File: src/rtl/qed_inst_constraint_seq.sv
// rtl/qed_inst_constraint_seq.sv - stateful QED instruction-legality constraint (ORIG/DUP/DONE)
module qed_inst_constraint_seq #(
  parameter int NUM_REGS      = 16,
  parameter int MEM_IMM_LIMIT = 64,
  parameter int PC_DEP_RD0    = 1,
  parameter int STORE_GAP     = 2,
  parameter int CNT_W         = 5
) (
  input  logic             clk,
  input  logic             rst_n,
  input  logic [31:0]      instruction,
  input  logic             instr_valid,
  input  logic             sif_commit,
  output logic             allowed,
  output logic             accept,
  output logic [1:0]       phase,
  output logic [CNT_W-1:0] orig_cnt,
  output logic [CNT_W-1:0] dup_cnt,
  output logic             store_block
);

  typedef enum logic [1:0] {
    ORIG = 2'd0,
    DUP  = 2'd1,
    DONE = 2'd2
  } phase_t;

  localparam logic [5:0]       REG_LIM  = 6'(NUM_REGS);
  localparam logic [12:0]      IMM_LIM  = 13'(MEM_IMM_LIMIT);
  localparam logic [3:0]       GAP_LOAD = 4'(STORE_GAP);
  localparam logic [CNT_W-1:0] CNT_MAX  = '1;
  localparam bit               PC_RD0   = (PC_DEP_RD0 != 0);

  phase_t state, next_state;
  logic [3:0] gap_cnt;

  logic [6:0]  opcode;
  logic [4:0]  rd, rs1, rs2;
  logic [2:0]  funct3;
  logic [6:0]  funct7;
  logic [11:0] imm12, simm;

  assign opcode = instruction[6:0];
  assign rd     = instruction[11:7];
  assign funct3 = instruction[14:12];
  assign rs1    = instruction[19:15];
  assign rs2    = instruction[24:20];
  assign funct7 = instruction[31:25];
  assign imm12  = instruction[31:20];
  assign simm   = {instruction[31:25], instruction[11:7]};

  logic rd_ok, rs1_ok, rs2_ok, pc_rd_ok;
  assign rd_ok    = {1'b0, rd}  < REG_LIM;
  assign rs1_ok   = {1'b0, rs1} < REG_LIM;
  assign rs2_ok   = {1'b0, rs2} < REG_LIM;
  assign pc_rd_ok = PC_RD0 ? (rd == 5'd0) : rd_ok;

  logic is_r, is_i, is_b, is_fence, is_sys, is_lui, is_load, is_store;
  logic is_jal, is_jalr, is_auipc, is_nop, legal_fmt;

  // Per-class decode against the configured register/immediate envelope
  always_comb begin
    is_r     = 1'b0;
    is_i     = 1'b0;
    is_b     = 1'b0;
    is_fence = 1'b0;
    is_sys   = 1'b0;
    is_lui   = 1'b0;
    is_load  = 1'b0;
    is_store = 1'b0;
    is_jal   = 1'b0;
    is_jalr  = 1'b0;
    is_auipc = 1'b0;
    is_nop   = (opcode == 7'b1111111);
    case (opcode)
      7'b0110011: is_r = rd_ok && rs1_ok && rs2_ok &&
                         ((funct7 == 7'b0000000) ||
                          (funct7 == 7'b0100000 && (funct3 == 3'b000 || funct3 == 3'b101)));
      7'b0010011: begin
        if (funct3 == 3'b001)
          is_i = rd_ok && rs1_ok && (funct7 == 7'b0000000);
        else if (funct3 == 3'b101)
          is_i = rd_ok && rs1_ok && (funct7 == 7'b0000000 || funct7 == 7'b0100000);
        else
          is_i = rd_ok && rs1_ok;
      end
      7'b1100011: is_b = rs1_ok && rs2_ok && (funct3 != 3'b010) && (funct3 != 3'b011);
      7'b0001111: is_fence = (funct3 == 3'b000);
      7'b1110011: is_sys = (funct3 == 3'b000) && (rs1 == 5'd0) && (rd == 5'd0) &&
                           (imm12 == 12'd0 || imm12 == 12'd1);
      7'b0110111: is_lui = rd_ok;
      7'b0000011: is_load = rd_ok && (rs1 == 5'd0) && ({1'b0, imm12} < IMM_LIM) &&
                            (funct3 != 3'b011) && (funct3 != 3'b110) && (funct3 != 3'b111);
      7'b0100011: is_store = rs2_ok && (rs1 == 5'd0) && ({1'b0, simm} < IMM_LIM) &&
                             (funct3 == 3'b000 || funct3 == 3'b001 || funct3 == 3'b010);
      7'b1101111: is_jal = pc_rd_ok;
      7'b1100111: is_jalr = pc_rd_ok && rs1_ok && (funct3 == 3'b000);
      7'b0010111: is_auipc = pc_rd_ok;
      default: ;
    endcase
  end

  assign legal_fmt = is_r | is_i | is_b | is_fence | is_sys | is_lui | is_load |
                     is_store | is_jal | is_jalr | is_auipc | is_nop;

  // Phase register
  always_ff @(posedge clk or negedge rst_n) begin
    if (!rst_n) state <= ORIG;
    else        state <= next_state;
  end

  // Phase transitions and phase-gated legality
  always_comb begin
    next_state = state;
    allowed    = 1'b0;
    case (state)
      ORIG: begin
        allowed = legal_fmt && !is_store && (orig_cnt != CNT_MAX || is_nop);
        if (sif_commit) next_state = DUP;
      end
      DUP: begin
        allowed = legal_fmt && (!is_store || !store_block) && (dup_cnt != orig_cnt || is_nop);
        if (dup_cnt == orig_cnt) next_state = DONE;
      end
      DONE:    allowed = is_nop;
      default: next_state = ORIG;
    endcase
  end

  assign accept      = instr_valid && allowed;
  assign phase       = state;
  assign store_block = (gap_cnt != 4'd0);

  // Count accepted non-NOP instructions per phase; legality gating prevents wrap
  always_ff @(posedge clk or negedge rst_n) begin
    if (!rst_n) begin
      orig_cnt <= '0;
      dup_cnt  <= '0;
    end else if (accept && !is_nop) begin
      if (state == ORIG)     orig_cnt <= orig_cnt + 1'b1;
      else if (state == DUP) dup_cnt  <= dup_cnt + 1'b1;
    end
  end

  // Store spacing window: reload on accepted store, otherwise drain to zero
  always_ff @(posedge clk or negedge rst_n) begin
    if (!rst_n)                  gap_cnt <= 4'd0;
    else if (accept && is_store) gap_cnt <= GAP_LOAD;
    else if (gap_cnt != 4'd0)    gap_cnt <= gap_cnt - 4'd1;
  end

endmodule

File: config.mk
export PLATFORM = sky130hd
export DESIGN_NAME = qed_inst_constraint_seq
export DESIGN_NICKNAME = d
export VERILOG_FILES = /design/src/rtl/qed_inst_constraint_seq.sv
export SDC_FILE = /design/constraint.sdc
export NUM_CORES = 1
export LEC_CHECK = 0
export CAP_MARGIN = 10
export CORE_ASPECT_RATIO = 1.4
export CORE_MARGIN = 4
export CORE_UTILIZATION = 45
export CTS_BUF_LIST = sky130_fd_sc_hd__clkbuf_8
export DETAILED_ROUTE_END_ITERATION = 6
export PLACE_DENSITY_LB_ADDON = 0.3
export SYNTH_ARGS = -nofsm -noshare
export SYNTH_HDL_FRONTEND = slang
export SYNTH_SLANG_ARGS = --single-unit
File: constraint.sdc
create_clock -name clk -period 3.8 [get_ports clk]
set_clock_uncertainty 0.1 [all_clocks]
set_input_delay 0.76 -clock clk [delete_from_list [all_inputs] [get_ports clk]]
set_output_delay 0.76 -clock clk [all_outputs]
set_load 0.05 [all_outputs]
# ---- Word level (Yosys, flattened, before mapping)
# Cells that the tools add are included.
dict set report totals {
  n_memories 0
  in_bits 36
  elab_cells 124
  latch_bits 0
  mem_bits_ro 0
  register_bits 16
  ram_bits 0
  output_inout_bits 15
}
dict set report op_classes {
  mux 19
  eq_ne 28
  n_addsub 3
  n_reduce_logical 52
  multipliers 0
  shift 0
  magnitude_cmp 5
  div 0
  bitwise 13
}
# operator count
set ops {}
lappend ops {{$eq A7 B7 Y1 const B} 5}
lappend ops {{$logic_and A1 B1 Y1} 29}
lappend ops {{$eq A7 B6 Y1 const B} 4}
lappend ops {{$lt A12 B7 Y1 const B} 2}
lappend ops {{$lt A5 B5 Y1 const B} 3}
lappend ops {{$eq A7 B5 Y1 const B} 2}
lappend ops {{$mux W1} 13}
lappend ops {{$eq A12 B1 Y1 const B} 1}
lappend ops {{$logic_not A12 Y1} 1}
lappend ops {{$or A1 B1 Y1} 11}
lappend ops {{$add A5 B1 Y5 const B} 2}
lappend ops {{$logic_not A5 Y1} 2}
lappend ops {{$logic_or A1 B1 Y1} 9}
lappend ops {{$mux W4} 2}
lappend ops {{$eq A7 B2 Y1 const B} 1}
lappend ops {{$eq A7 B4 Y1 const B} 1}
lappend ops {{$logic_not A7 Y1} 1}
lappend ops {{$ne A3 B2 Y1 const B} 2}
lappend ops {{$ne A3 B3 Y1 const B} 2}
lappend ops {{$pmux W2 S3} 1}
lappend ops {{$reduce_and A3 Y1} 2}
lappend ops {{$eq A5 B5 Y1} 1}
lappend ops {{$ne A5 B5 Y1} 1}
lappend ops {{$ne A5 B5 Y1 const B} 1}
lappend ops {{other kinds (16)} 21}

# ---- Depth between registers and ports, before layout
dict set report depth {
  ltp_word 23
  depth_mapped 8
  ltp_nobuf 8
}

# ---- Least setup slack after synthesis
# No wires, ideal clock.
dict set report synth_timing {
  path_type {input -> output}
  from {input instruction[4]}
  to {output accept}
  path_buffers 1
  required_time_ns 2.940
  path_stages 8
  arrival_ns 2.556
  path_slack_ns 0.384
  path_cell_list {buf_6 > or4b_1 > a21oi_2 > a21oi_1 > o221ai_2 > a21o_4 > and3_4 > and2_2}
}
dict set report synth_between {
  elab_chain_cells 17
  elab_cells_between_ends 44
  cone_classes {12 x eq/ne; 12 x mux; 11 x bitwise; 9 x reduce/logical}
}
# item line
set synth_lines {}
lappend synth_lines {{start: declaration} 11} ;# input logic [31:0] instruction,
lappend synth_lines {{$eq A7 B6 Y1 or $eq A7 B5 Y1 (tied branches)} 75} ;# case (opcode)
lappend synth_lines {{$mux W1} 75}
lappend synth_lines {{$or A1 B1 Y1 (7 in series)} 103} ;# assign legal_fmt = is_r | is_i | is_b | is_fence | is_sys | is_lui | is_load |
lappend synth_lines {{$or A1 B1 Y1 (4 in series)} 104} ;# is_store | is_jal | is_jalr | is_auipc | is_nop;
lappend synth_lines {{$logic_and A1 B1 Y1, on equally long branches (2 in series)} {122, 118}}
lappend synth_lines {{$pmux W1 S3 *} 116} ;# case (state)
lappend synth_lines {{via allowed} 14} ;# output logic allowed,
lappend synth_lines {{$logic_and A1 B1 Y1 *} 130} ;# assign accept = instr_valid && allowed;
lappend synth_lines {{end: declaration} 15} ;# output logic accept,
# The timed path passes the listed nets; every way through them passes the cells marked *.

# ---- Worst setup path in the final report
dict set report layout_timing {
  from {input instruction[13]}
  to {output accept}
}
dict set report layout_between {
  elab_chain_cells 21
  elab_cells_between_ends 53
  cone_classes {7 x eq/ne; 11 x mux; 11 x bitwise; 24 x reduce/logical}
}
# item line
set layout_lines {}
lappend layout_lines {{$eq A3 B3 Y1 or $logic_not A3 Y1 (tied branches)} -}
lappend layout_lines {{$logic_or A1 B1 Y1} 78} ;# (funct7 == 7'b0100000 && (funct3 == 3'b000 || funct3 == 3'b101)));
lappend layout_lines {{$logic_and A1 B1 Y1} 78}
lappend layout_lines {{$logic_or A1 B1 Y1} 77} ;# ((funct7 == 7'b0000000) ||
lappend layout_lines {{$logic_and A1 B1 Y1} 76} ;# 7'b0110011: is_r = rd_ok && rs1_ok && rs2_ok &&
lappend layout_lines {{$mux W1} 75}
lappend layout_lines {{$or A1 B1 Y1 (7 in series)} 103}
lappend layout_lines {{$or A1 B1 Y1 (4 in series)} 104}
lappend layout_lines {{$logic_and A1 B1 Y1, on equally long branches (2 in series)} {122, 118}}
lappend layout_lines {{$pmux W1 S3 *} 116}
lappend layout_lines {{$logic_and A1 B1 Y1 *} 130}
# Every way passes the cells marked *; elsewhere a longest branch is shown, timed or not.

==> run summary <==
The footprint of the multi-input gates is 865 µm². After clock tree synthesis, the setup repair step added 0 buffers. The root buffer cell chosen for the clock tree is sky130_fd_sc_hd__clkbuf_8. For the number of endpoints failing setup at the final stage, the log shows 0. The worst setup path is of the in2out kind. The clock network accounts for 24.6% of the total power. The die covers 3800 µm². The tools report the required time of the critical path as 2940 ps. Sequential cells were found to cover 31.1% of the synthesized design area. The routed layout has 1289 vias. Sum of negative setup slack: 0 ps. Post-synthesis instance area: 1290 µm².

Yosys printed 0 warnings. The critical path goes through clkdlybuf4s50_1 > o21ai_0 > and4bb_2 > a221o_1 > a21o_4 > and3_4 > and2_2 > buf_12. The count of nets left with antenna violations once routing finished came out at 0. For the placer's final routability congestion estimate, the log shows 0.824. At the end of the flow, the number of nets in the layout was 234. The run gives 0 as the count of final max-slew check failures. After synthesis, the cell types taking the most area are sky130_fd_sc_hd__dfrtp_1 (31%), sky130_fd_sc_hd__xnor2_1 (6.1%), sky130_fd_sc_hd__ha_1 (4.9%). 51 I/O pins were placed. For the total clock buffers created by CTS, the log shows 3. Setup repair after global routing left no endpoint under its margin. Most common cell in the netlist: sky130_fd_sc_hd__dfrtp_1. The analysis attributes to cell leakage a power of 0.939 nW. For this run, asynchronously set or reset flops after synthesis account for 100%. The clock net in this run drives a total of 16 sinks.

TritonCTS built the clock tree. The number of synthesized register bits works out to 16. The netlist uses 52 different library cells. For the power spent charging and discharging nets, the log shows 0.224 mW. Among all stages on the critical path, the largest delay is contributed by sky130_fd_sc_hd__clkdlybuf4s50_1. In the routed design, unresolved DRC markers number 0. Hold violation count in the final report: 0.

The number of antenna violations at the first check in global routing is 0, and the switching part of the total power is 36.6%. The number of standard-cell rows in the floorplan was 22; the final-layout fill cell count was 233. After layout, the worst path uses 96.8% of the clock period. Of all nets on the critical path, the largest fanout is 5. For this design the ratio of total power to cell area is 312 nW/µm². The maximum clock frequency is 0.272 GHz, and the final critical-path required period is 3680 ps. The H-tree depth reported by CTS is 1.

For this run, the slowest stage of the critical path takes 550 ps. Cells fill 72.5% of the core in the end. The die is 53.2 µm wide.

Sum of net half-perimeters after detailed placement: 2.87 mm. For the standard cell core area, the log shows 2700 µm². The tightest min-delay check is of the reg2reg type. Including well taps, the total number of placed cells is 224. The run finished with clean final reports.

For the pin with the worst max-slew slack, the measured transition is 693 ps. The sequential cells in the finished layout cover a total of 400 µm². The die is 71.3 µm tall. Data arrives at the worst endpoint at 2820 ps. Clock-pin slew was measured on the worst setup and hold paths at 60 ps.

Count of flip-flops with a built-in enable after synthesis: 0. After synthesis, the most frequently instantiated cells are sky130_fd_sc_hd__dfrtp_1 (16), sky130_fd_sc_hd__nor2_1 (14), sky130_fd_sc_hd__xnor2_1 (9). The count of max-cap constraint violations was 0. Startpoint of the lowest-slack hold path: dup_cnt[4]. Beginning of the critical path: instruction[13].

The total wirelength of the detailed-routed design is 3.53 mm, and the largest net degree at the start of global routing is 17. The critical path launch point type was an input pin. In this run the tool buffered the top-level ports with 49 buffer cells.

The average vias per placed instance came out at 5.65. In this run, flip-flops and latches consume 36.8% of the power. The number of diodes is 0. The worst setup path is captured at an output pin. The top cell type by area accounts for 31.1% of the synthesized area. For the effective utilization at floorplan, the log shows 47.8%. Main flop type after synthesis: sky130_fd_sc_hd__dfrtp_1. The wire length per cell after detailed routing was 15.5 µm. The synthesized area divided by synthesized cell count is 9.55 µm². The run gives 2 as the buffer depth of the longest clock path. For the wire length of the first global-routing pass, the log shows 5.97 mm.

In the global route stage, overall resource usage came out at 20.3%. Compared with the post-synthesis result, the final layout area differs by 51.7%. Global routing finished with a remaining overflow of 0. The internal portion of the total power is 0.387 mW. The combinational share of power is 38.6%, and the final-layout worst hold slack is 440 ps. The detailed-routing iteration count for the pre-antenna-repair pass was 4.

The first routing iteration left 21 violations. The count of cells in the finished layout, fillers not included, comes to 228. In the final layout, the share of cells above drive strength 1 is 16.1%.

Via count of the first global-routing pass: 1419. For the worst-skew pair, the clock arrives at the later sink with an insertion delay of 250 ps. The reg-to-reg startpoint is orig_cnt[0].

For the cell count after synthesis, the log shows 135. Largest area contributor in the synthesized netlist: sky130_fd_sc_hd__dfrtp_1. The peak ir drop on the vdd network is 0.312 mV, and the relative max-transition margin is 53.7%.

The total nets after synthesis came out at 176.
==> metrics by stage <==
stage	power, mW	worst slack, ps	area [µm²]
finish	0.610	120	1960
CTS	0.616	10.0	1930
global route	0.645	33.9	1960
detailed placement	0.461	15.4	1870
floorplan	0.364	384	1290
global placement	0.455	32.6	1870
==> kinds of logic after synthesis <==
logic type                 Yosys count  synth area share, %
and+or+nand+nor                     66                 33.2
DFF                                 16                 31.1
AOI/OAI and AO/OA                   23                 15.0
adders and majority gates            5                 4.85
muxes                                3                 3.49
xor gates and xnor gates            14                 9.51
buffers and inverters                8                 2.91
==> power by group through the flow <==
stage	logic [mW]	clock network [mW]	registers (mW)
6_report	0.235	0.150	0.225
5_1_grt	0.250	0.166	0.230
4_1_cts	0.235	0.156	0.224
3_5_place_dp	0.234	0	0.227
3_3_place_gp	0.229	0	0.226
2_1_floorplan	0.0986	0	0.265
==> flip-flops by register name, summed over array words and instances, names as in the netlist <==
register  flops
phase         2
dup_cnt       5
gap_cnt       4
orig_cnt      5
==> worst max-delay path, delay by kind of cell <==
| family | cells | cell delay, ps |
|---|---|---|
| AO/OA/AOI/OAI | 3 | 740 |
| buffers and inverters | 2 | 700 |
| AND/OR/NAND/NOR | 3 | 620 |
==> per-layer routing <==
layer	share of wire, %	GRT usage (%)	up-vias
met1	38	21.4	614
met2	53	37.0	52
met5	0	0	-
li1	-	-	616
met3	7.4	4.99	7
met4	1.9	8.24	0
==> cell usage in the layout, fill, tap and decap left out, types with 2 or more instances in the layout <==
| master | count |
|---|---|
| sky130_fd_sc_hd__buf_12 | 2 |
| sky130_fd_sc_hd__and2_1 | 2 |
| sky130_fd_sc_hd__mux2_4 | 3 |
| sky130_fd_sc_hd__ha_1 | 5 |
| sky130_fd_sc_hd__inv_1 | 6 |
| sky130_fd_sc_hd__nand2_1 | 4 |
| sky130_fd_sc_hd__nor3_1 | 6 |
| sky130_fd_sc_hd__nand4_1 | 4 |
| sky130_fd_sc_hd__nand3_2 | 2 |
| sky130_fd_sc_hd__clkdlybuf4s50_1 | 42 |
| sky130_fd_sc_hd__nor3b_1 | 2 |
| sky130_fd_sc_hd__xnor2_1 | 9 |
| sky130_fd_sc_hd__nand3_1 | 6 |
| sky130_fd_sc_hd__o21ai_0 | 3 |
| sky130_fd_sc_hd__and3_1 | 4 |
| sky130_fd_sc_hd__xor2_1 | 5 |
| sky130_fd_sc_hd__nor2_1 | 14 |
| sky130_fd_sc_hd__nand2b_1 | 2 |
| sky130_fd_sc_hd__clkbuf_8 | 4 |
| sky130_fd_sc_hd__a21oi_1 | 4 |
| sky130_fd_sc_hd__nor4_1 | 2 |
| sky130_fd_sc_hd__dfrtp_1 | 16 |
| sky130_fd_sc_hd__or4_1 | 2 |
| sky130_fd_sc_hd__buf_4 | 6 |
| sky130_fd_sc_hd__or3_1 | 2 |
| sky130_fd_sc_hd__dlymetal6s2s_1 | 5 |
==> final timing paths <==
kind | slack (ps) | cells after the start | end
max reg2reg | 1300 | 8 | dup_cnt[1]
min reg2reg | 440 | 1 | dup_cnt[4]
min in group asynchronous | 820 | 1 | phase[0]
min | 440 | 1 | dup_cnt[4]
max | 120 | 8 | accept
max in group asynchronous | 2330 | 1 | gap_cnt[0]
==> what timing repair did <==
| action | CTS | global route |
|---|---|---|
| setup endpoints to repair | 0 | 2 |
| hold endpoints to repair | 0 | 0 |
| hold buffers | 0 | 0 |
| gates resized for setup | 0 | 7 |
==> layout make-up <==
cell class                 count  share of cell area (%)
sequential                    16                    20.5
inverter                       6                    1.15
tap                           36                    2.30
clock buffer                   4                    2.82
timing repair buffer          55                    29.0
multi-input combinational    111                    44.2
Power figures use the tool's default switching activity.
